File: src/rtl/ins8070_bus_initiator.sv
// INS8070 external bus cycle initiator: turns a valid/ready request stream into
// timed A/NRDS/NWDS/D bus cycles with wait_n strobe extension.
module ins8070_bus_initiator #(
  parameter int unsigned T_SETUP  = 2,
  parameter int unsigned T_STROBE = 4,
  parameter int unsigned T_HOLD   = 1,
  parameter int unsigned T_RECOV  = 1
) (
  input  logic        sys_clk,
  input  logic        RESET_n,
  input  logic        req_valid,
  output logic        req_ready,
  input  logic        req_write,
  input  logic [15:0] req_addr,
  input  logic [7:0]  req_wdata,
  output logic        rsp_valid,
  output logic [7:0]  rsp_rdata,
  input  logic        wait_n,
  output logic [15:0] A,
  output logic        NRDS,
  output logic        NWDS,
  output logic [7:0]  D_out,
  output logic        D_oe,
  input  logic [7:0]  D_in
);

  typedef enum logic [2:0] {IDLE, SETUP, STROBE, HOLD, RECOV} state_t;

  localparam logic [7:0] SETUP_LAST  = 8'(T_SETUP - 1);
  localparam logic [7:0] STROBE_LAST = 8'(T_STROBE - 1);
  localparam logic [7:0] HOLD_LAST   = 8'(T_HOLD - 1);
  localparam logic [7:0] RECOV_LAST  = 8'(T_RECOV - 1);

  state_t     state;
  logic [7:0] cnt;
  logic       is_write;

  always_ff @(posedge sys_clk) begin
    if (!RESET_n) begin
      state     <= IDLE;
      cnt       <= 8'd0;
      is_write  <= 1'b0;
      A         <= 16'd0;
      NRDS      <= 1'b1;
      NWDS      <= 1'b1;
      D_out     <= 8'd0;
      D_oe      <= 1'b0;
      req_ready <= 1'b0;
      rsp_valid <= 1'b0;
      rsp_rdata <= 8'd0;
    end else begin
      rsp_valid <= 1'b0;
      case (state)
        IDLE: begin
          req_ready <= 1'b1;
          if (req_valid && req_ready) begin
            A         <= req_addr;
            D_out     <= req_wdata;
            D_oe      <= req_write;
            is_write  <= req_write;
            req_ready <= 1'b0;
            cnt       <= 8'd0;
            state     <= SETUP;
          end
        end
        SETUP: begin
          if (cnt == SETUP_LAST) begin
            cnt   <= 8'd0;
            state <= STROBE;
            if (is_write) NWDS <= 1'b0;
            else          NRDS <= 1'b0;
          end else begin
            cnt <= cnt + 8'd1;
          end
        end
        // The counter parks on its last value while the responder holds wait_n low.
        STROBE: begin
          if (cnt == STROBE_LAST) begin
            if (wait_n) begin
              if (!is_write) rsp_rdata <= D_in;
              NRDS  <= 1'b1;
              NWDS  <= 1'b1;
              cnt   <= 8'd0;
              state <= HOLD;
            end
          end else begin
            cnt <= cnt + 8'd1;
          end
        end
        HOLD: begin
          if (cnt == 8'd0) rsp_valid <= 1'b1;
          if (cnt == HOLD_LAST) begin
            D_oe  <= 1'b0;
            cnt   <= 8'd0;
            state <= RECOV;
          end else begin
            cnt <= cnt + 8'd1;
          end
        end
        RECOV: begin
          if (cnt == RECOV_LAST) begin
            cnt       <= 8'd0;
            req_ready <= 1'b1;
            state     <= IDLE;
          end else begin
            cnt <= cnt + 8'd1;
          end
        end
        default: state <= IDLE;
      endcase
    end
  end

endmodule
File: config.mk
export PLATFORM = sky130hd
export DESIGN_NAME = ins8070_bus_initiator
export DESIGN_NICKNAME = d
export VERILOG_FILES = /design/src/rtl/ins8070_bus_initiator.sv
export SDC_FILE = /design/constraint.sdc
export NUM_CORES = 1
export LEC_CHECK = 0
export CAP_MARGIN = 20
export CORE_UTILIZATION = 40
export DETAILED_ROUTE_END_ITERATION = 10
export PLACE_DENSITY = 0.75
export RECOVER_POWER = 100
export REMOVE_ABC_BUFFERS = 1
export SLEW_MARGIN = 20
export SYNTH_ARGS = -nofsm -noshare
export SYNTH_HDL_FRONTEND = slang
export SYNTH_SLANG_ARGS = --single-unit
File: constraint.sdc
create_clock -name sys_clk -period 1.92 [get_ports sys_clk]
set_clock_uncertainty 0.1 [all_clocks]
set_input_delay 0.384 -clock sys_clk [delete_from_list [all_inputs] [get_ports sys_clk]]
set_output_delay 0.384 -clock sys_clk [all_outputs]
set_load 0.05 [all_outputs]
# Word level (Yosys, flattened, before mapping)
# Index checks and enable logic that the tools add are counted.
[classes]
n_shift = 0
add_sub_neg = 1
muxes = 28
bitwise_logic = 1
div_mod_pow = 0
n_lt_le_gt_ge = 0
n_eq_ne = 15
mul = 0
reduce_logical = 17
[op_table]
columns = ["cell", "n"]
rows = [
  ["$mux 8", 5],
  ["$pmux 8 s4", 1],
  ["$mux 3", 6],
  ["$ne 2x2->1 const B", 8],
  ["$pmux 3 s5", 1],
  ["$mux 1", 11],
  ["$reduce_and 5->1", 2],
  ["$add 8x1->8 const B", 1],
  ["$eq 8x1->1 const B", 1],
  ["$eq 8x2->1 const B", 1],
  ["$logic_not 8->1", 1],
  ["$pmux 1 s2", 4],
  ["$eq 3x2->1 const B", 2],
  ["$reduce_and 2->1", 3],
  ["$reduce_and 3->1", 2],
  ["$reduce_and 6->1", 1],
  ["$reduce_bool 2->1", 3],
  ["$reduce_and 4->1", 1],
  ["$reduce_bool 4->1", 1],
  ["$eq 3x1->1 const B", 1],
  ["$eq 3x3->1 const B", 1],
  ["$logic_not 3->1", 1],
  ["$ne 3x3->1 const B", 1],
  ["$reduce_or 2->1", 1],
  ["other kinds (2)", 2],
]
[totals]
out_inout_bits = 37
register_bits = 49
in_bits = 37
latch_bits = 0
ramBits = 0
mem_count = 0
mem_bits_ro = 0
elab_cells = 73

# Longest topological paths before layout
# Gate-level depths: netlist of the first run.
[depth]
ltp_word = 4
depth_mapped = 6
depth_no_buf = 6

# Worst setup path after synthesis of the first run
# No wires, ideal clock.
[synth_timing]
path_type = "register to register"
from = "register req_ready"
to = "register cnt[7]"
t_arrival_ps = 1796
required_ps = 1734
n_path_buf = 0
setup_time_ps = 86
synth_period_minus_slack_ps = 1983
setup_slack_ps = -63
path_stages_with_launch = 5
cell_sequence = "dfxtp_1 -> a2111oi_2 -> nor4_4 -> or3b_1 -> a221oi_2"
[synth_between]
elab_chain_cells = 3
[synth_rtl]
columns = ["element", "line_no", "rtl"]
rows = [
  ["from (decl)", "12", "output logic req_ready,"],
  ["from (signal assigned)", "48", "req_ready <= 1'b0;"],
  ["from (signal assigned)", "55", "req_ready <= 1'b1;"],
  ["from (signal assigned)", "61", "req_ready <= 1'b0;"],
  ["$logic_and 1x1->1", "56", "if (req_valid && req_ready) begin"],
  ["$ne 2x2->1 (no line)", "n/a", ""],
  ["$reduce_and 3->1 (no line)", "n/a", ""],
  ["to (signal assigned)", "73", "cnt <= cnt + 8'd1;"],
  ["to (signal assigned)", "87", "cnt <= cnt + 8'd1;"],
  ["to (signal assigned)", "97", "cnt <= cnt + 8'd1;"],
  ["to (decl)", "35", "logic [7:0] cnt;"],
]
# Every way passes these cells.
# A chain may end at the register's enable or synchronous reset.

# Worst setup path after layout of the first run
[layout_timing]
from = "input port req_valid"
to = "register cnt[6]"
[layout_between]
elab_chain_cells = 3
[layout_rtl]
columns = ["element", "line_no", "rtl"]
rows = [
  ["from (decl)", "11", "input logic req_valid,"],
  ["$logic_and 1x1->1", "56", ""],
  ["$ne 2x2->1 (no line)", "n/a", ""],
  ["$reduce_and 3->1 (no line)", "n/a", ""],
]
# Every way passes these cells.

==> results by group, run 1 <==
Timing
  • Period utilization: 97.31%
  • Worst hold slack: 357.0 ps
  • Slew headroom: 58.60%
  • Fin. Hold Viols: 0
  • Final setup TNS: 0 ps
  • Final setup fails: 0
  • Actual slew at the worst max-slew pin: 623.7 ps
  • Max Fclk: 535.2 MHz
  • Crit path time final: 1868 ps
  • Pins Over Slew Limit: 0

Routing
  • Detail Route Antenna Nets: 0
  • Routed len/inst: 12.72 µm
  • DRC: 0
  • Final WL: 5227 µm
  • DR vias/cell: 5.007
  • First-pass DRT Iterations: 4
  • Vias: 2058
  • Initial drt markers: 47

Setup path
  • CP Max Fanout: 6
  • Crit Path Class: primary input to register
  • CP startpoint: req_valid
  • CP required: 1980 ps
  • Slowest CP cell: clkdlybuf4s50_1
  • CP endpoint kind: register
  • Critical-path cell list: clkdlybuf4s50_1 -> a2111oi_4 -> or2_2 -> nor2_1 -> a211oi_2
  • FF-to-FF Start: state[1]$_SDFFE_PN0P_
  • Cell family with most CP delay: simple AND/OR/NAND/NOR gates
  • Buffer and inverter count on the worst path: 1
  • Startpoint class of the critical path: primary input
  • Worst EP arrival: 1930 ps
  • Max incr delay on CP: 550 ps

Clock network
  • TritonCTS clock tree: done
  • Root Buffer: clkbuf_8
  • H-tree depth: 2
  • Clk pin slew, worst setup/hold paths: 80 ps
  • Maximum clock path buffer count: 2
  • Post-CTS Hold Buffers: 0
  • Cts bufs inserted: 5
  • Sink Count: 49
  • Clock latency on the worst-skew pair: 290 ps

Floorplanning
  • Initial Utilization: 41.70%
  • Number of I/O pins: 74
  • Width of the die: 74.97 µm
  • Core Region: 5107 µm²
  • Die area: 5620 µm²
  • Row cnt: 26
  • Die height: 74.97 µm

Cells and area
  • Final instance area: 3010 µm²
  • Fill cell count: 512
  • Nets@finish: 380
  • Storage cell area: 983.4 µm²
  • Post-layout util: 58.94%
  • Share of layout cells above drive strength 1: 16.13%
  • P&R area growth vs syn: 41.36%
  • ANT cells: 0
  • Final cell count without fillers: 411
  • Area of the multi-input gates: 1140 µm²

GRT
  • Overflow after GRT: 0
  • Global-route usage over all layers: 17.50%
  • Largest net degree at the start of global routing: 31
  • Initial antenna violation count: 0
  • Number of global-route vias before repair: 1758
  • First-pass GRT wire length: 7672 µm

Synthesis
  • Main flop type after synthesis: dfxtp_1
  • Ys Warns: 0
  • Ys async rst share: 0%
  • Synthesized area: 2130 µm²
  • Avg Inst Size Synth: 8.622 µm²
  • Post-synth EDFFs: 0
  • Cells after Synth: 247
  • Post-synthesis sequential area ratio: 46.06%
  • Post-synth top area cell: dfxtp_1
  • Top cells by area, synth: dfxtp_1 (46%), nand2_1 (9.3%), a21oi_1 (8.9%)
  • FF+latch count, synth: 49
  • Synth cell types: 47
  • Area share of the largest cell type after synthesis: 46.06%

Power and ir drop
  • Pleak: 1.041 nW
  • Worst VDD drop: 0.3298 mV
  • Pwr/cell area: 716.0 nW/µm²

Status
  • Status: finished clean

Placement
  • I/O Buffers: 73
  • # placed instances: 402
  • Placed cell area: 2984 µm²
  • Final HPWL from detailed placement: 3799 µm
  • Placer Congestion: 0.7924

Min path
  • Worst Min Path Start: A[14]$_SDFFE_PN0P_
  • Hold WC Path Type: register to register

Job
  • Max-cap viol count: 0
## per-stage QoR
stage,power [mW],setup slack (ps)
2_1_floorplan,1.385,-487.8
3_3_place_gp,1.601,-316.8
3_5_place_dp,1.609,-364.5
4_1_cts,2.189,13.29
5_1_grt,2.258,-4.404
6_report,2.155,51.61
## where the power goes
part	internal (mW)	switching, mW	leakage [nW]
registers	1.06	0.0355	0.399
logic	0.186	0.293	0.604
clock network	0.258	0.323	0.0385
## layout by cell type, fill, tap and decap left out, types with 3 or more instances in the layout
cell type	instances
a211oi_2	3
a21oi_1	38
buf_4	26
clkbuf_1	38
clkbuf_8	5
clkdlybuf4s50_1	36
dfxtp_1	47
ha_1	3
nand2_1	53
nand3_1	15
nand4_1	3
nor2_1	4
nor2b_1	3
nor4_4	3
o21ai_0	12
o31ai_1	4
xnor2_1	3
## worst reg2reg max path: cells and delay by family (launching register included)
kind / cells / cell delay (ps)
buffers and inverters: 1 / 180
AO/OA/AOI/OAI: 2 / 440
flip-flops: 1 / 370
AND/OR/NAND/NOR: 2 / 700
## final cells by class
class	count	share of cell area [%]
repair buffers	100	23.28
clock inverters	1	0.2494
clock buffers	7	2.535
flip-flops and latches	49	32.67
inverters	4	0.4988
multi-input cells	180	37.86
well taps	70	2.909
## cells in the mapped netlist, types with 2 or more instances
cell type,count
nand2_1,53
dfxtp_1,49
a21oi_1,38
nand3_1,15
o21ai_0,12
buf_2,6
clkbuf_1,6
a211oi_1,5
nor2_1,5
o31ai_1,4
ha_1,3
nand4_1,3
nor2b_1,3
xnor2_1,3
buf_6,2
clkinv_1,2
inv_1,2
nor3_1,2
nor4_1,2
nor4_4,2
o21a_1,2
o32ai_1,2
or3b_1,2
## layer usage
metal / global-route usage [%] / vias up / part of all wire, %
li1: - / 1067 / -
met1: 21.64 / 930 / 47
met2: 30.43 / 55 / 44
met3: 4.418 / 6 / 7.7
met4: 4.403 / 0 / 0.88
met5: 0 / - / 0
## logic make-up (layout without fill, tap and decap cells)
| logic type | Yosys count | count (layout) | share of synthesized area (%) |
|---|---|---|---|
| adders and majority gates | 3 | 3 | 1.763 |
| DFF | 49 | 49 | 46.06 |
| and+or+nand+nor | 99 | 99 | 24.33 |
| AOI/OAI and AO/OA | 74 | 74 | 21.86 |
| xor gates and xnor gates | 3 | 3 | 1.234 |
| buffers and inverters | 18 | 112 | 4.230 |
| muxes | 1 | 1 | 0.5288 |
## repair_timing
action | in CTS | in global routing
gates cloned | 0 | 0
buffers inserted | 0 | 1
hold endpoints to repair | 0 | 0
pin swaps | 0 | 3
endpoints found under the setup margin | 4 | 16
gates resized for setup | 1 | 13
## sequential cells by signal, summed over array words and instances (netlist names)
register and flops:
is_write 1, state 3, rsp_rdata 8, A 16
req_ready 1, D_out 8, NWDS 1, rsp_valid 1
NRDS 1, cnt 8, D_oe 1
## worst paths after layout
check	endpoint	slack, ps	cells after the start
setup / recovery	cnt[6]$_SDFFE_PN0P_	50	5
setup reg to reg	cnt[7]$_SDFFE_PN0P_	50	5
hold reg to reg	A[14]$_SDFFE_PN0P_	360	2
hold / removal	A[14]$_SDFFE_PN0P_	360	2
Power figures use the tool's default switching activity.
==> run 2: changes to the inputs <==
--- a/config.mk
+++ b/config.mk
@@ -7,6 +7,7 @@
 export LEC_CHECK = 0
 export CAP_MARGIN = 20
 export CORE_UTILIZATION = 40
+export CTS_CLUSTER_SIZE = 30
 export DETAILED_ROUTE_END_ITERATION = 10
 export PLACE_DENSITY = 0.75
 export RECOVER_POWER = 100
==> results of run 2 <==
Final layout, timing and power as in run 1 (identical DEF).
